[src/rtl/mult_stream_seq_if.sv]
// Handshake bundle for mult_stream_seq: operand stream in, multiplier side-channel, product stream out.
// Valid/ready: a beat transfers on a rising edge where valid and ready are both high; valid must hold until then.
interface mult_stream_seq_if #(
  parameter int BITS = 8
);
  logic              in_valid;
  logic              in_ready;
  logic [BITS-1:0]   in_a;
  logic [BITS-1:0]   in_b;

  logic              mul_start;
  logic [BITS-1:0]   mul_a;
  logic [BITS-1:0]   mul_b;
  logic              mul_ready;
  logic [2*BITS:0]   mul_product;

  logic              out_valid;
  logic              out_ready;
  logic [2*BITS:0]   out_product;

  modport slave (
    input  in_valid, in_a, in_b, mul_ready, mul_product, out_ready,
    output in_ready, mul_start, mul_a, mul_b, out_valid, out_product
  );

  modport master (
    output in_valid, in_a, in_b, mul_ready, mul_product, out_ready,
    input  in_ready, mul_start, mul_a, mul_b, out_valid, out_product
  );
endinterface

[src/rtl/mult_stream_seq.sv]
// Sequencer that feeds operand pairs from a 2-deep FIFO to an external shift-add
// multiplier, one at a time, and holds each product until downstream takes it.
module mult_stream_seq #(
  parameter int BITS    = 8,
  parameter int TIMEOUT = 64
) (
  input  logic              clk,
  input  logic              rst,
  mult_stream_seq_if.slave  bus,
  output logic              busy,
  output logic              err,
  output logic [7:0]        done_count,
  output logic [1:0]        fsm_state
);

  typedef enum logic [1:0] {
    IDLE  = 2'd0,
    ISSUE = 2'd1,
    ARM   = 2'd2,
    WAIT  = 2'd3
  } state_t;

  localparam logic [6:0] TMO_LAST = 7'(TIMEOUT - 1);

  state_t            state;
  state_t            state_nxt;
  logic              issue;
  logic              capture;
  logic              tmo_fire;
  logic              push;

  logic [2*BITS-1:0] fifo_mem [2];
  logic              wr_ptr;
  logic              rd_ptr;
  logic [1:0]        fifo_cnt;

  logic [BITS-1:0]   op_a;
  logic [BITS-1:0]   op_b;
  logic [6:0]        tmo_cnt;
  logic              out_valid_q;
  logic [2*BITS:0]   out_product_q;
  logic              err_q;
  logic [7:0]        done_q;

  assign push = bus.in_valid && bus.in_ready;

  always_comb begin
    state_nxt = state;
    issue     = 1'b0;
    capture   = 1'b0;
    tmo_fire  = 1'b0;
    case (state)
      IDLE: begin
        // never start a new product while the previous one is still unconsumed
        if (fifo_cnt != 2'd0 && !out_valid_q) begin
          issue     = 1'b1;
          state_nxt = ISSUE;
        end
      end
      ISSUE: state_nxt = ARM;
      // the multiplier drops ready one cycle after start, so ready is not trusted here
      ARM:   state_nxt = WAIT;
      WAIT: begin
        if (bus.mul_ready) begin
          capture   = 1'b1;
          state_nxt = IDLE;
        end else if (tmo_cnt == TMO_LAST) begin
          tmo_fire  = 1'b1;
          state_nxt = IDLE;
        end
      end
      default: state_nxt = IDLE;
    endcase
  end

  always_ff @(posedge clk) begin
    if (push) fifo_mem[wr_ptr] <= {bus.in_a, bus.in_b};
  end

  always_ff @(posedge clk or negedge rst) begin
    if (!rst) begin
      state         <= IDLE;
      wr_ptr        <= 1'b0;
      rd_ptr        <= 1'b0;
      fifo_cnt      <= 2'd0;
      op_a          <= '0;
      op_b          <= '0;
      tmo_cnt       <= 7'd0;
      out_valid_q   <= 1'b0;
      out_product_q <= '0;
      err_q         <= 1'b0;
      done_q        <= 8'd0;
    end else begin
      state <= state_nxt;
      if (push) wr_ptr <= ~wr_ptr;
      if (issue) begin
        rd_ptr          <= ~rd_ptr;
        {op_a, op_b}    <= fifo_mem[rd_ptr];
      end
      case ({push, issue})
        2'b10:   fifo_cnt <= fifo_cnt + 2'd1;
        2'b01:   fifo_cnt <= fifo_cnt - 2'd1;
        default: fifo_cnt <= fifo_cnt;
      endcase

      if (issue)                             tmo_cnt <= 7'd0;
      else if (state == WAIT && !bus.mul_ready) tmo_cnt <= tmo_cnt + 7'd1;

      if (capture) begin
        out_product_q <= bus.mul_product;
        out_valid_q   <= 1'b1;
        done_q        <= done_q + 8'd1;
      end else if (out_valid_q && bus.out_ready) begin
        out_valid_q   <= 1'b0;
      end

      if (tmo_fire) err_q <= 1'b1;
    end
  end

  assign bus.in_ready    = (fifo_cnt != 2'd2);
  assign bus.mul_start   = (state == ISSUE);
  assign bus.mul_a       = op_a;
  assign bus.mul_b       = op_b;
  assign bus.out_valid   = out_valid_q;
  assign bus.out_product = out_product_q;
  assign busy            = (state != IDLE);
  assign err             = err_q;
  assign done_count      = done_q;
  assign fsm_state       = state;

endmodule

[src/flat_wrapper.sv]
// flat-port wrapper written by rule: the top's interface ports become plain ports
module mult_stream_seq_flat 
#(
  parameter int BITS    = 8,
  parameter int TIMEOUT = 64
)
  (clk, rst, busy, err, done_count, fsm_state, bus_in_valid, bus_in_a, bus_in_b, bus_mul_ready, bus_mul_product, bus_out_ready, bus_in_ready, bus_mul_start, bus_mul_a, bus_mul_b, bus_out_valid, bus_out_product);
  mult_stream_seq_if #(.BITS(BITS)) bus_i ();
  input  logic clk;
  input  logic rst;
  output logic busy;
  output logic err;
  output logic [7:0] done_count;
  output logic [1:0] fsm_state;
  input wire logic [$bits(bus_i.in_valid)-1:0] bus_in_valid;
  input wire logic [$bits(bus_i.in_a)-1:0] bus_in_a;
  input wire logic [$bits(bus_i.in_b)-1:0] bus_in_b;
  input wire logic [$bits(bus_i.mul_ready)-1:0] bus_mul_ready;
  input wire logic [$bits(bus_i.mul_product)-1:0] bus_mul_product;
  input wire logic [$bits(bus_i.out_ready)-1:0] bus_out_ready;
  output wire logic [$bits(bus_i.in_ready)-1:0] bus_in_ready;
  output wire logic [$bits(bus_i.mul_start)-1:0] bus_mul_start;
  output wire logic [$bits(bus_i.mul_a)-1:0] bus_mul_a;
  output wire logic [$bits(bus_i.mul_b)-1:0] bus_mul_b;
  output wire logic [$bits(bus_i.out_valid)-1:0] bus_out_valid;
  output wire logic [$bits(bus_i.out_product)-1:0] bus_out_product;
  assign bus_i.in_valid = bus_in_valid;
  assign bus_i.in_a = bus_in_a;
  assign bus_i.in_b = bus_in_b;
  assign bus_i.mul_ready = bus_mul_ready;
  assign bus_i.mul_product = bus_mul_product;
  assign bus_i.out_ready = bus_out_ready;
  assign bus_in_ready = bus_i.in_ready;
  assign bus_mul_start = bus_i.mul_start;
  assign bus_mul_a = bus_i.mul_a;
  assign bus_mul_b = bus_i.mul_b;
  assign bus_out_valid = bus_i.out_valid;
  assign bus_out_product = bus_i.out_product;
  mult_stream_seq #(.BITS(BITS), .TIMEOUT(TIMEOUT)) u_core (.clk(clk), .rst(rst), .bus(bus_i), .busy(busy), .err(err), .done_count(done_count), .fsm_state(fsm_state));
endmodule
[config.mk]
export PLATFORM = sky130hd
export DESIGN_NAME = mult_stream_seq_flat
export DESIGN_NICKNAME = d
export VERILOG_FILES = /design/src/rtl/mult_stream_seq_if.sv /design/src/rtl/mult_stream_seq.sv /design/src/flat_wrapper.sv
export SDC_FILE = /design/constraint.sdc
export NUM_CORES = 1
export LEC_CHECK = 0
export BUFFER_PORTS_ARGS = -buffer_cell sky130_fd_sc_hd__clkbuf_2
export CAP_MARGIN = 20
export CELL_PAD_IN_SITES_DETAIL_PLACEMENT = 0
export CELL_PAD_IN_SITES_GLOBAL_PLACEMENT = 2
export CORE_AREA = 2 2 110 90
export CTS_CLUSTER_DIAMETER = 30
export DETAILED_ROUTE_END_ITERATION = 12
export DIE_AREA = 0 0 112 92
export PLACE_DENSITY_LB_ADDON = 0.1
export SYNTH_ARGS = -nofsm -noshare
export SYNTH_HDL_FRONTEND = slang
export SYNTH_SLANG_ARGS = --single-unit
export TNS_END_PERCENT = 50
[constraint.sdc]
create_clock -name clk -period 5.3 [get_ports clk]
set_input_delay 0.53 -clock clk [delete_from_list [all_inputs] [get_ports clk]]
set_output_delay 0.53 -clock clk [all_outputs]
set_load 0.01 [all_outputs]
==> summary.md <==
| Metric | Value |
|---|---|
| Post-synth top area share | `about 41%` |
| Yosys cell types | `26` |
| H-tree levels | `3` |
| Final wirelength | `6.156 mm` |
| Min Tclk post-route | `2288 ps` |
| Initial core utilization | `approximately 36%` |
| EDFF count, synth | `32` |
| Pre-antenna DRT Iters | `4` |
| CP arrival | `between 2000 and 3000 ps` |
| FFs w/ async S/R, synth | `63.64%` |
| Crit path required time | `5550 ps` |
| CP Max Fanout | `41` |
| Multi-input gate area | `0.001006 mm²` |
| Largest net degree at the start of global routing | `57` |
| Die H | `92 µm` |
| Area delta synth->final | `25.38%` |
| Synthesized area | `0.003416 mm²` |
| Core ar. | `0.009369 mm²` |
| Post-DP HPWL | `3.980 mm` |
| Flops & latches, synth | `88` |
| CTS Root Cell | `clkbuf_16` |
| Biggest area consumer among synthesized cells | `dfrtp_1` |
| Total CTS buffers | `9` |
| Worst hold slack | `around 340 ps` |
| Fin Setup TNS | `0 ps` |
| Worst slew pin tran | `1025 ps` |
| IO Count | `86` |
| Critical Path Sink | `u_core.fifo_cnt[1]$_DFFE_PN0P_` |
| Worst skew pair latency | `330 ps` |
| Mapped Cells | `about 240` |
| Commonest register cell after synthesis | `dfrtp_1` |
| Status | `finished, final reports clean` |
| CP Capture Type | `register` |
| Setup slack, reg-to-reg | `approximately 3000 ps` |
| Mean number of vias per cell | `about 4.5` |
| Syn nets | `approximately 280` |
| Worst VDD drop | `0.2064 mV` |
| Row Count | `32` |
| Max Clock Freq | `437.1 MHz` |
| Fillers | `871` |
| Top-count cell post-synth | `dfrtp_1` |
| Leakage | `1.941 nW` |
| Skew final | `around 7.4 ps` |
| Avg Inst Size Synth | `14.54 µm²` |
| Syn. warnings | `0` |
| Tcrit/Tclk final | `43.16%` |
| # setup viols final | `0` |
| Final Max Tran Viols | `0` |
| Die width | `roughly 110 µm` |
| Antenna violations before repair | `0` |
| Clock Tree Buf Depth | `2` |
| Diode count | `0` |
| Startpoint Class | `register` |
| Commonest cells in the netlist | `dfrtp_1, edfxtp_1, nor2_1, mux2_1, mux2i_1` |
| Pre-CTS setup slack | `3005 ps` |
| Seq. cell area | `0.002362 mm²` |
| Initial drt markers | `44` |
| Reg2reg path depth | `7` |
| Post-CTS Hold Buffers | `0` |
| PD cells | `592.6 mW/mm²` |
| Worst min-delay path category | `in2async` |
| Worst Setup Slack, final | `3012 ps` |
| Post-route ant nets | `0` |
| # clock sinks | `slightly below 90` |
| Top post-synthesis cells by area | `dfrtp_1, edfxtp_1, mux2_1, mux2i_1, nor2_1` |
| Via count | `~2000` |
| Sequential area share after synthesis | `69.16%` |
| Hold Vio Cnt, Final | `0` |
| WL/cell | `13.77 µm` |
| Post-cts gate resize count | `0` |
| GRT Util Overall | `12.73%` |
| CTS tree | `built` |
| Nets | `369` |
| Placer Congestion | `0.6901` |
| Worst-path clk slew | `roughly 60 ps` |
| Overflow after GRT | `0` |
| Setup Buffers After CTS | `0` |
| RSZ-0062 raised after global routing | `false` |
| RR Startpoint | `u_core.fsm_state[0]$_DFFE_PN0P_` |
| Vias in the first global route | `2042` |
| Slew HR | `31.67%` |
| Die area | `approximately 0.010 mm²` |
| I/O Buffers | `85` |
| Fraction of final layout cells sized beyond drive strength 1 | `between 30% and 40%` |
| DRC Markers | `0` |
| First-pass GRT wire length | `between 10 and 15 mm` |
| Crit path kind | `reg2reg` |
| Reg2Reg Capture Point | `u_core.fifo_cnt[1]$_DFFE_PN0P_` |
| # Max-Cap Violations | `0` |
| CP Launch Point | `u_core.fsm_state[0]$_DFFE_PN0P_` |
final cells by class:
class	instances	area share (%)
inverters	5	0.4382
well taps	119	3.476
repair buffers	86	10.11
clock inverters	6	1.987
clock buffers	10	5.346
flip-flops and latches	88	55.16
multi-input cells	133	23.49
power breakdown:
group	switching [mW]	total, mW	internal [mW]
clock	0.246	0.657	0.411
combinational	0.410	0.756	0.346
sequential	0.167	1.12	0.957
total	0.824	2.54	1.71
critical path, cell delays in order, from the launching register on:
cell     delay, ps
dfrtp_1        410
inv_1          140
ha_1           180
inv_1           70
nor2_4         720
ha_1           400
nor2_1         140
xor2_1         150
layout by cell type (no fill, tap or decap), types with 8 or more instances in the layout:
master	netlist	final
clkbuf_2	0	85
dfrtp_1	56	56
edfxtp_1	32	32
nor2_1	28	26
mux2i_1	18	18
mux2_1	18	18
a21oi_1	17	17
xnor2_1	9	9
clkbuf_16	0	9
xor2_1	8	8
ha_1	8	8
sequential cells by signal, indices dropped and copies added, names as in the netlist:
name	count
u_core.bus.out_valid	1
u_core.fifo_mem	32
u_core.bus.mul_a	8
u_core.bus.mul_b	8
u_core.wr_ptr	1
u_core.fifo_cnt	2
u_core.err	1
u_core.tmo_cnt	7
u_core.bus.out_product	17
u_core.rd_ptr	1
u_core.done_count	8
u_core.fsm_state	2
per-stage QoR:
step / power (mW) / instances / utilization (%) / instance area (µm²)
after floorplan: 1.599 / 235 / - / 3416
after global placement: 1.905 / 431 / 42.36 / 3969
after detailed placement: 1.911 / 431 / 42.36 / 3969
after CTS: 2.586 / 447 / 45.71 / 4283
after global routing: 2.716 / 447 / 45.71 / 4283
final: 2.538 / 447 / 45.71 / 4283
worst min path at each step:
| stage | endpoint | startpoint | depth (start not counted) | slack (ps) |
|---|---|---|---|---|
| global route | u_core.fifo_mem[0][3]$_DFFE_PP_ | bus_in_b[3] | 1 | 370 |
| global placement | u_core.done_count[7]$_DFFE_PN0P_ | u_core.done_count[7]$_DFFE_PN0P_ | 1 | 460 |
| finish | u_core.bus.out_product[6]$_DFFE_PN0P_ | rst | 2 | 340 |
| floorplan | u_core.bus.mul_a[0]$_DFFE_PN0N_ | rst | 0 | 230 |
| detailed placement | u_core.done_count[7]$_DFFE_PN0P_ | u_core.done_count[7]$_DFFE_PN0P_ | 1 | 460 |
| CTS | u_core.bus.out_product[6]$_DFFE_PN0P_ | rst | 2 | 370 |
routing by layer:
layer  part of all wire (%)  routed length [µm]  global-route usage, %
met1                     49                2996                  17.46
met2                     43                2654                  18.28
met3                    7.0                 432                  4.957
met4                    1.2                  72                  4.878
met5                      0                   0                      0
cell families after synthesis:
| group | Yosys count | share of synthesized area, % |
|---|---|---|
| AOI/OAI and AO/OA | 22 | 3.480 |
| xor gates and xnor gates | 17 | 4.359 |
| adders and majority gates | 8 | 2.931 |
| buffers and inverters | 14 | 1.685 |
| DFF | 88 | 69.16 |
| muxes | 37 | 11.65 |
| and+or+nand+nor | 49 | 6.740 |
Note: power is estimated with default switching activity, not from simulation.
